==> src/rtl/rto_dds_sequencer.sv <==
// Timestamp-driven DDS parameter sequencer: FWFT command FIFO, fire on counter >= ts,
// one command per cycle, outputs 1 cycle after match; writes into a full FIFO are dropped and flagged.
module sync_fifo #(
   parameter int WIDTH = 128,
   parameter int DEPTH = 16
) (
   input  logic             clk,
   input  logic             rst_n,
   input  logic             clr,
   input  logic             push,
   input  logic             pop,
   input  logic [WIDTH-1:0] din,
   output logic [WIDTH-1:0] dout,
   output logic             full,
   output logic             empty
);
   localparam int AW = $clog2(DEPTH);

   logic [WIDTH-1:0] mem [DEPTH];
   logic [AW-1:0]    wptr;
   logic [AW-1:0]    rptr;
   logic [AW:0]      cnt;
   logic [AW:0]      cnt_nxt;
   logic             push_ok;
   logic             pop_ok;

   assign push_ok = push & ~full;
   assign pop_ok  = pop & ~empty;
   assign dout    = mem[rptr];

   always_comb begin
      cnt_nxt = cnt;
      if (push_ok & ~pop_ok)
         cnt_nxt = cnt + (AW+1)'(1);
      else if (pop_ok & ~push_ok)
         cnt_nxt = cnt - (AW+1)'(1);
   end

   always_ff @(posedge clk) begin
      if (push_ok & ~clr)
         mem[wptr] <= din;
   end

   always_ff @(posedge clk or negedge rst_n) begin
      if (!rst_n) begin
         wptr  <= '0;
         rptr  <= '0;
         cnt   <= '0;
         full  <= 1'b0;
         empty <= 1'b1;
      end else if (clr) begin
         wptr  <= '0;
         rptr  <= '0;
         cnt   <= '0;
         full  <= 1'b0;
         empty <= 1'b1;
      end else begin
         if (push_ok)
            wptr <= wptr + AW'(1);
         if (pop_ok)
            rptr <= rptr + AW'(1);
         cnt   <= cnt_nxt;
         full  <= (cnt_nxt == (AW+1)'(DEPTH));
         empty <= (cnt_nxt == '0);
      end
   end
endmodule

module rto_dds_sequencer #(
   parameter int NUM_CH     = 4,
   parameter int FIFO_DEPTH = 16,
   parameter int LATE_TOL   = 4
) (
   input  logic                   s_axi_aclk,
   input  logic                   s_axi_aresetn,
   input  logic                   soft_reset,
   input  logic                   flush,
   input  logic                   err_clear,
   input  logic                   auto_start,
   input  logic [63:0]            counter,
   input  logic                   write,
   input  logic [127:0]           fifo_din,
   output logic                   full,
   output logic                   empty,
   output logic [NUM_CH*48-1:0]   freq,
   output logic [NUM_CH*14-1:0]   amp,
   output logic [NUM_CH*14-1:0]   amp_offset,
   output logic [NUM_CH*14-1:0]   phase,
   output logic [NUM_CH-1:0]      dac_mode,
   output logic [NUM_CH-1:0]      update,
   output logic                   timestamp_error,
   output logic                   overflow_error,
   output logic                   cmd_error,
   output logic [63:0]            timestamp_error_data,
   output logic [127:0]           overflow_error_data
);
   localparam logic [4:0] NUM_CH_L = 5'(NUM_CH);

   logic         rst_meta;
   logic         rst_n;
   logic         run;
   logic [127:0] head;
   logic [63:0]  head_ts;
   logic [3:0]   head_op;
   logic [3:0]   head_ch;
   logic [55:0]  head_data;
   logic         clr;
   logic         fire;
   logic         push;
   logic         drop;
   logic         cmd_ok;
   logic         late;
   logic         unused_bits;

   // Assert asynchronously, release two clocks after s_axi_aresetn rises.
   always_ff @(posedge s_axi_aclk or negedge s_axi_aresetn) begin
      if (!s_axi_aresetn) begin
         rst_meta <= 1'b0;
         rst_n    <= 1'b0;
      end else begin
         rst_meta <= 1'b1;
         rst_n    <= rst_meta;
      end
   end

   assign head_ts     = head[127:64];
   assign head_op     = head[63:60];
   assign head_ch     = head[59:56];
   assign head_data   = head[55:0];
   assign unused_bits = &{1'b0, head_data[55:48]};

   assign clr    = soft_reset | flush;
   assign fire   = run & ~empty & (counter >= head_ts) & ~clr;
   assign push   = write & ~full & ~clr;
   assign drop   = write & full & ~clr;
   assign cmd_ok = (head_op < 4'd4) & ({1'b0, head_ch} < NUM_CH_L);
   assign late   = (counter - head_ts) > 64'(LATE_TOL);

   sync_fifo #(
      .WIDTH (128),
      .DEPTH (FIFO_DEPTH)
   ) u_fifo (
      .clk   (s_axi_aclk),
      .rst_n (rst_n),
      .clr   (clr),
      .push  (push),
      .pop   (fire),
      .din   (fifo_din),
      .dout  (head),
      .full  (full),
      .empty (empty)
   );

   always_ff @(posedge s_axi_aclk or negedge rst_n) begin
      if (!rst_n) begin
         run                  <= 1'b0;
         freq                 <= '0;
         amp                  <= '0;
         amp_offset           <= '0;
         phase                <= '0;
         dac_mode             <= '0;
         update               <= '0;
         timestamp_error      <= 1'b0;
         overflow_error       <= 1'b0;
         cmd_error            <= 1'b0;
         timestamp_error_data <= '0;
         overflow_error_data  <= '0;
      end else if (soft_reset) begin
         run                  <= 1'b0;
         freq                 <= '0;
         amp                  <= '0;
         amp_offset           <= '0;
         phase                <= '0;
         dac_mode             <= '0;
         update               <= '0;
         timestamp_error      <= 1'b0;
         overflow_error       <= 1'b0;
         cmd_error            <= 1'b0;
         timestamp_error_data <= '0;
         overflow_error_data  <= '0;
      end else begin
         update <= '0;
         if (flush)
            run <= 1'b0;
         else if (auto_start)
            run <= 1'b1;

         if (fire & cmd_ok) begin
            for (int k = 0; k < NUM_CH; k++) begin
               if (head_ch == 4'(k)) begin
                  update[k] <= 1'b1;
                  case (head_op)
                     4'd0: freq[48*k +: 48] <= head_data[47:0];
                     4'd1: begin
                        amp[14*k +: 14]        <= head_data[13:0];
                        amp_offset[14*k +: 14] <= head_data[27:14];
                     end
                     4'd2: phase[14*k +: 14] <= head_data[13:0];
                     4'd3: dac_mode[k] <= head_data[0];
                     default: ;
                  endcase
               end
            end
         end

         // A new error outranks err_clear and recaptures its data.
         if (fire & late) begin
            timestamp_error <= 1'b1;
            if (!timestamp_error || err_clear)
               timestamp_error_data <= head_ts;
         end else if (err_clear) begin
            timestamp_error      <= 1'b0;
            timestamp_error_data <= '0;
         end

         if (drop) begin
            overflow_error <= 1'b1;
            if (!overflow_error || err_clear)
               overflow_error_data <= fifo_din;
         end else if (err_clear) begin
            overflow_error      <= 1'b0;
            overflow_error_data <= '0;
         end

         if (fire & ~cmd_ok)
            cmd_error <= 1'b1;
         else if (err_clear)
            cmd_error <= 1'b0;
      end
   end
endmodule

==> config.mk <==
export PLATFORM = sky130hd
export DESIGN_NAME = rto_dds_sequencer
export DESIGN_NICKNAME = d
export VERILOG_FILES = /design/src/rtl/rto_dds_sequencer.sv
export SDC_FILE = /design/constraint.sdc
export NUM_CORES = 2
export LEC_CHECK = 0
export ABC_AREA = 1
export CORE_ASPECT_RATIO = 0.9
export CORE_MARGIN = 10
export CORE_UTILIZATION = 35
export CTS_CLUSTER_SIZE = 16
export DETAILED_ROUTE_END_ITERATION = 8
export PLACE_DENSITY_LB_ADDON = 0.25
export SYNTH_ARGS = -nofsm -noshare
export SYNTH_HDL_FRONTEND = slang
export SYNTH_SLANG_ARGS = --single-unit
==> constraint.sdc <==
create_clock -name s_axi_aclk -period 24.7 [get_ports s_axi_aclk]
set_input_delay 2.47 -clock s_axi_aclk [delete_from_list [all_inputs] [get_ports s_axi_aclk]]
set_output_delay 2.47 -clock s_axi_aclk [all_outputs]
set_load 0.02 [all_outputs]
==> qor.yml <==
layout_common_cells: "edfxtp_1, o21ai_0, nand2_1"
core_area_um2: 295000
grt-ovfl-total: 0
areaGrowthSynthToFinish_pct: 19.5
drv_cap: 0
ff2ff_setup_slack_ns: 16.31
die_w_um: 594
crit_arrival_ns: 9.09
synth.largest_area_cell: "edfxtp_1"
syn_inst: 9139
path_delay_family: "simple AND/OR/NAND/NOR gates"
ys_seq_elements: 2501
drt-vias-per-instance: 5.38
path_buf_inv: 5
cts_setup_buffers: 0
wl_per_cell_um: 26.0
worstSkewPairLatency_ns: 0.89
cp-start-kind: "flop"
syn_avg_cell_area_um2: 11.4
tightestPinTransition_ns: 1.30
regArea_um2: 72200
die_h_um: 537
crit_type: "flop to flop"
ys_warn_count: 0
critPathRequiredTime_ns: 25.40
rsz0062_at_grt: "false"
cp_common_cell: "nand2_1"
cts.sinks: 2501
cts_buffers: 275
die_area_um2: 319000
min_period_ns: 8.39
clock_path_buffers: 4
p_leak_nw: 45.4
hold_ws_ns: 0.348
cpPeakStageDelay_ns: 0.89
final_common_cell: "edfxtp_1"
final-max-slew-violation-count: 0
skew_ns: 0.0759
ys_types: 49
std_cell_rows: 189
layout-drive-gt1-share_pct: 6.10
r2r-start: "u_fifo.rptr[1]$_DFFE_PN0P_"
numPortBuffers: 763
crit_slowest_cell: "buf_4"
p_total_w: 0.00948
cts_resized: 0
min_from: "rst_meta$_DFF_PN0_"
hold_path_class: "flop to flop"
ant_nets: 0
yosys-top-cells-area: "edfxtp_1, dfrtp_1, o21ai_0"
cp_max_fo: 153
nFillCells: 27400
design_area_um2: 124000
grt_pass1_vias: 71700
multiInputGateArea_um2: 26500
antenna_found_initial: 32
clock.fmax_mhz: 119
status: "finished clean"
drt-pass1-iter-count: 6
track_usage_pct: 21.6
cp-end-kind: "flop"
synth_area_um2: 104000
initial_utilization_pct: 35.2
finalHoldViolCount: 0
io_pins: 764
reg2regPathDepth: 26
cts_tree: "done"
reg2reg_to: "timestamp_error_data[33]$_DFFE_PN0P_"
dr.first_iter.drc_count: 8001
vias: 74700
placed_cell_area_um2: 115000
finalSetupTns_ns: 0
cts_root_buf: "clkbuf_16"
finalSetupViolations: 0
synthArstFlopShare_pct: 23.2
routed_wl_um: 361000
min_period_over_period_pct: 34.0
synth-edff-count: 1920
nets: 10000
whs_endpoint: "rst_n$_DFF_PN0_"
synth_flop_cell: "edfxtp_1"
clkTransAtPathRegs_ns: 0.06
peakVddDrop_uv: 54.2
yosysTopAreaCellShare_pct: 55.5
final_util_pct: 42.1
grt_pass1_wl_um: 518000
synth_fp_nets: 9409
route.detailed.drc: 0
routabilityCongestion: 0.939
cts_max_level: 5
relSlewSlack_pct: 13.2
synth.yosys.seq_area_share_pct: 69.5
grt_max_degree: 276
power_density_nw_per_um2: 76.5
dpl.hpwl_um: 220000
min_path_cells: 0
cts-hold-fix-buffers: 0
==> Yosys cell counts, types with 5 or more instances <==
cell and instances:
a21oi_1 131, buf_1 7, buf_2 107, buf_4 21, buf_6 25, clkbuf_1 408, dfrtp_1 580, edfxtp_1 1920
ha_1 71, inv_1 741, inv_2 5, nand2_1 1319, nand2_2 9, nand3_1 413, nand3b_1 14, nand4_1 34
nor2_1 1157, nor2_2 11, nor2_8 9, nor3_1 14, o211ai_1 129, o21ai_0 1322, o21ai_1 165, o21bai_1 7
o221ai_1 335, o22ai_1 130, xor2_1 7
==> power by group <==
| part | internal [W] | switching (W) |
|---|---|---|
| combinational | 0.000235 | 0.000467 |
| sequential | 0.00462 | 0.0000555 |
| clock | 0.00238 | 0.00172 |
==> per-layer routing <==
layer,track usage [%],wire length [um],up-vias
met3,3.71,26300,556
met4,6.93,12000,24
li1,-,-,33500
met5,0,147,-
met1,30.0,156000,37500
met2,34.5,167000,3098
==> layout make-up <==
type	instances	share of cell area, %
sequential	2501	58.2
antenna	12	0.0242
tap	3915	3.95
clock inverter	124	1.09
timing repair buffer	891	7.00
multi-input combinational	5322	21.3
inverter	748	2.29
clock buffer	367	6.08
==> cells by family after synthesis <==
family | Yosys count | synth area share [%]
buffers and inverters | 1316 | 5.15
adder cells (fa/ha/maj) | 71 | 0.856
flip-flops | 2501 | 69.5
XOR/XNOR | 10 | 0.0844
other | 1 | 0.00361
AO/OA/AOI/OAI | 2235 | 12.6
AND/OR/NAND/NOR | 3005 | 11.8
==> sequential cells by signal, indices dropped and copies added, names as in the netlist, 4 cells and up <==
register and cells:
u_fifo.rptr 4, u_fifo.mem 1920, amp 56, dac_mode 4
amp_offset 56, update 4, u_fifo.cnt 5, overflow_error_data 128
u_fifo.wptr 4, freq 192, timestamp_error_data 64, phase 56
==> worst max-delay path by stage <==
stage	slack [ns]	endpoint	start	cells past startpoint
after global placement	16.54	timestamp_error_data[9]$_DFFE_PN0P_	u_fifo.rptr[1]$_DFFE_PN0P_	26
after floorplan	7.31	amp[0]$_DFFE_PN0P_	rst_n$_DFF_PN0_	0
after detailed placement	16.51	timestamp_error_data[19]$_DFFE_PN0P_	u_fifo.rptr[1]$_DFFE_PN0P_	28
final	16.31	timestamp_error_data[33]$_DFFE_PN0P_	u_fifo.rptr[1]$_DFFE_PN0P_	26
after global routing	15.78	freq[190]$_DFFE_PN0P_	u_fifo.rptr[0]$_DFFE_PN0P_	23
after CTS	16.50	timestamp_error_data[38]$_DFFE_PN0P_	u_fifo.rptr[1]$_DFFE_PN0P_	26
==> through the flow <==
stage	instances	setup WS, ns
global placement	13400	16.54
floorplan	9139	7.31
finish	13900	16.31
global route	13900	15.78
detailed placement	13400	16.51
CTS	13900	16.50
==> worst reg2reg max path, cell delays in order, from the launching register on <==
cell and delay [ns]:
dfrtp_4 0.84, inv_8 0.92, buf_4 1.06, o21ai_0 0.22
o221ai_1 0.28, o211ai_1 0.13, nand2_1 0.37, inv_1 0.09
ha_1 0.37, nand2_1 0.10, inv_1 0.10, nand2_1 0.16
nor2_1 0.29, nand2_1 0.18, nor3_1 0.32, nand2_1 0.19
nand2_1 0.11, nand2_1 0.06, a21oi_1 0.21, nand3_1 0.18
nor2_2 0.16, nand3_4 0.35, nand2_4 0.50, nand2_2 0.44
buf_4 0.44, nand3_1 0.16, nand2_1 0.06
Note: power is estimated with default switching activity, not from simulation.
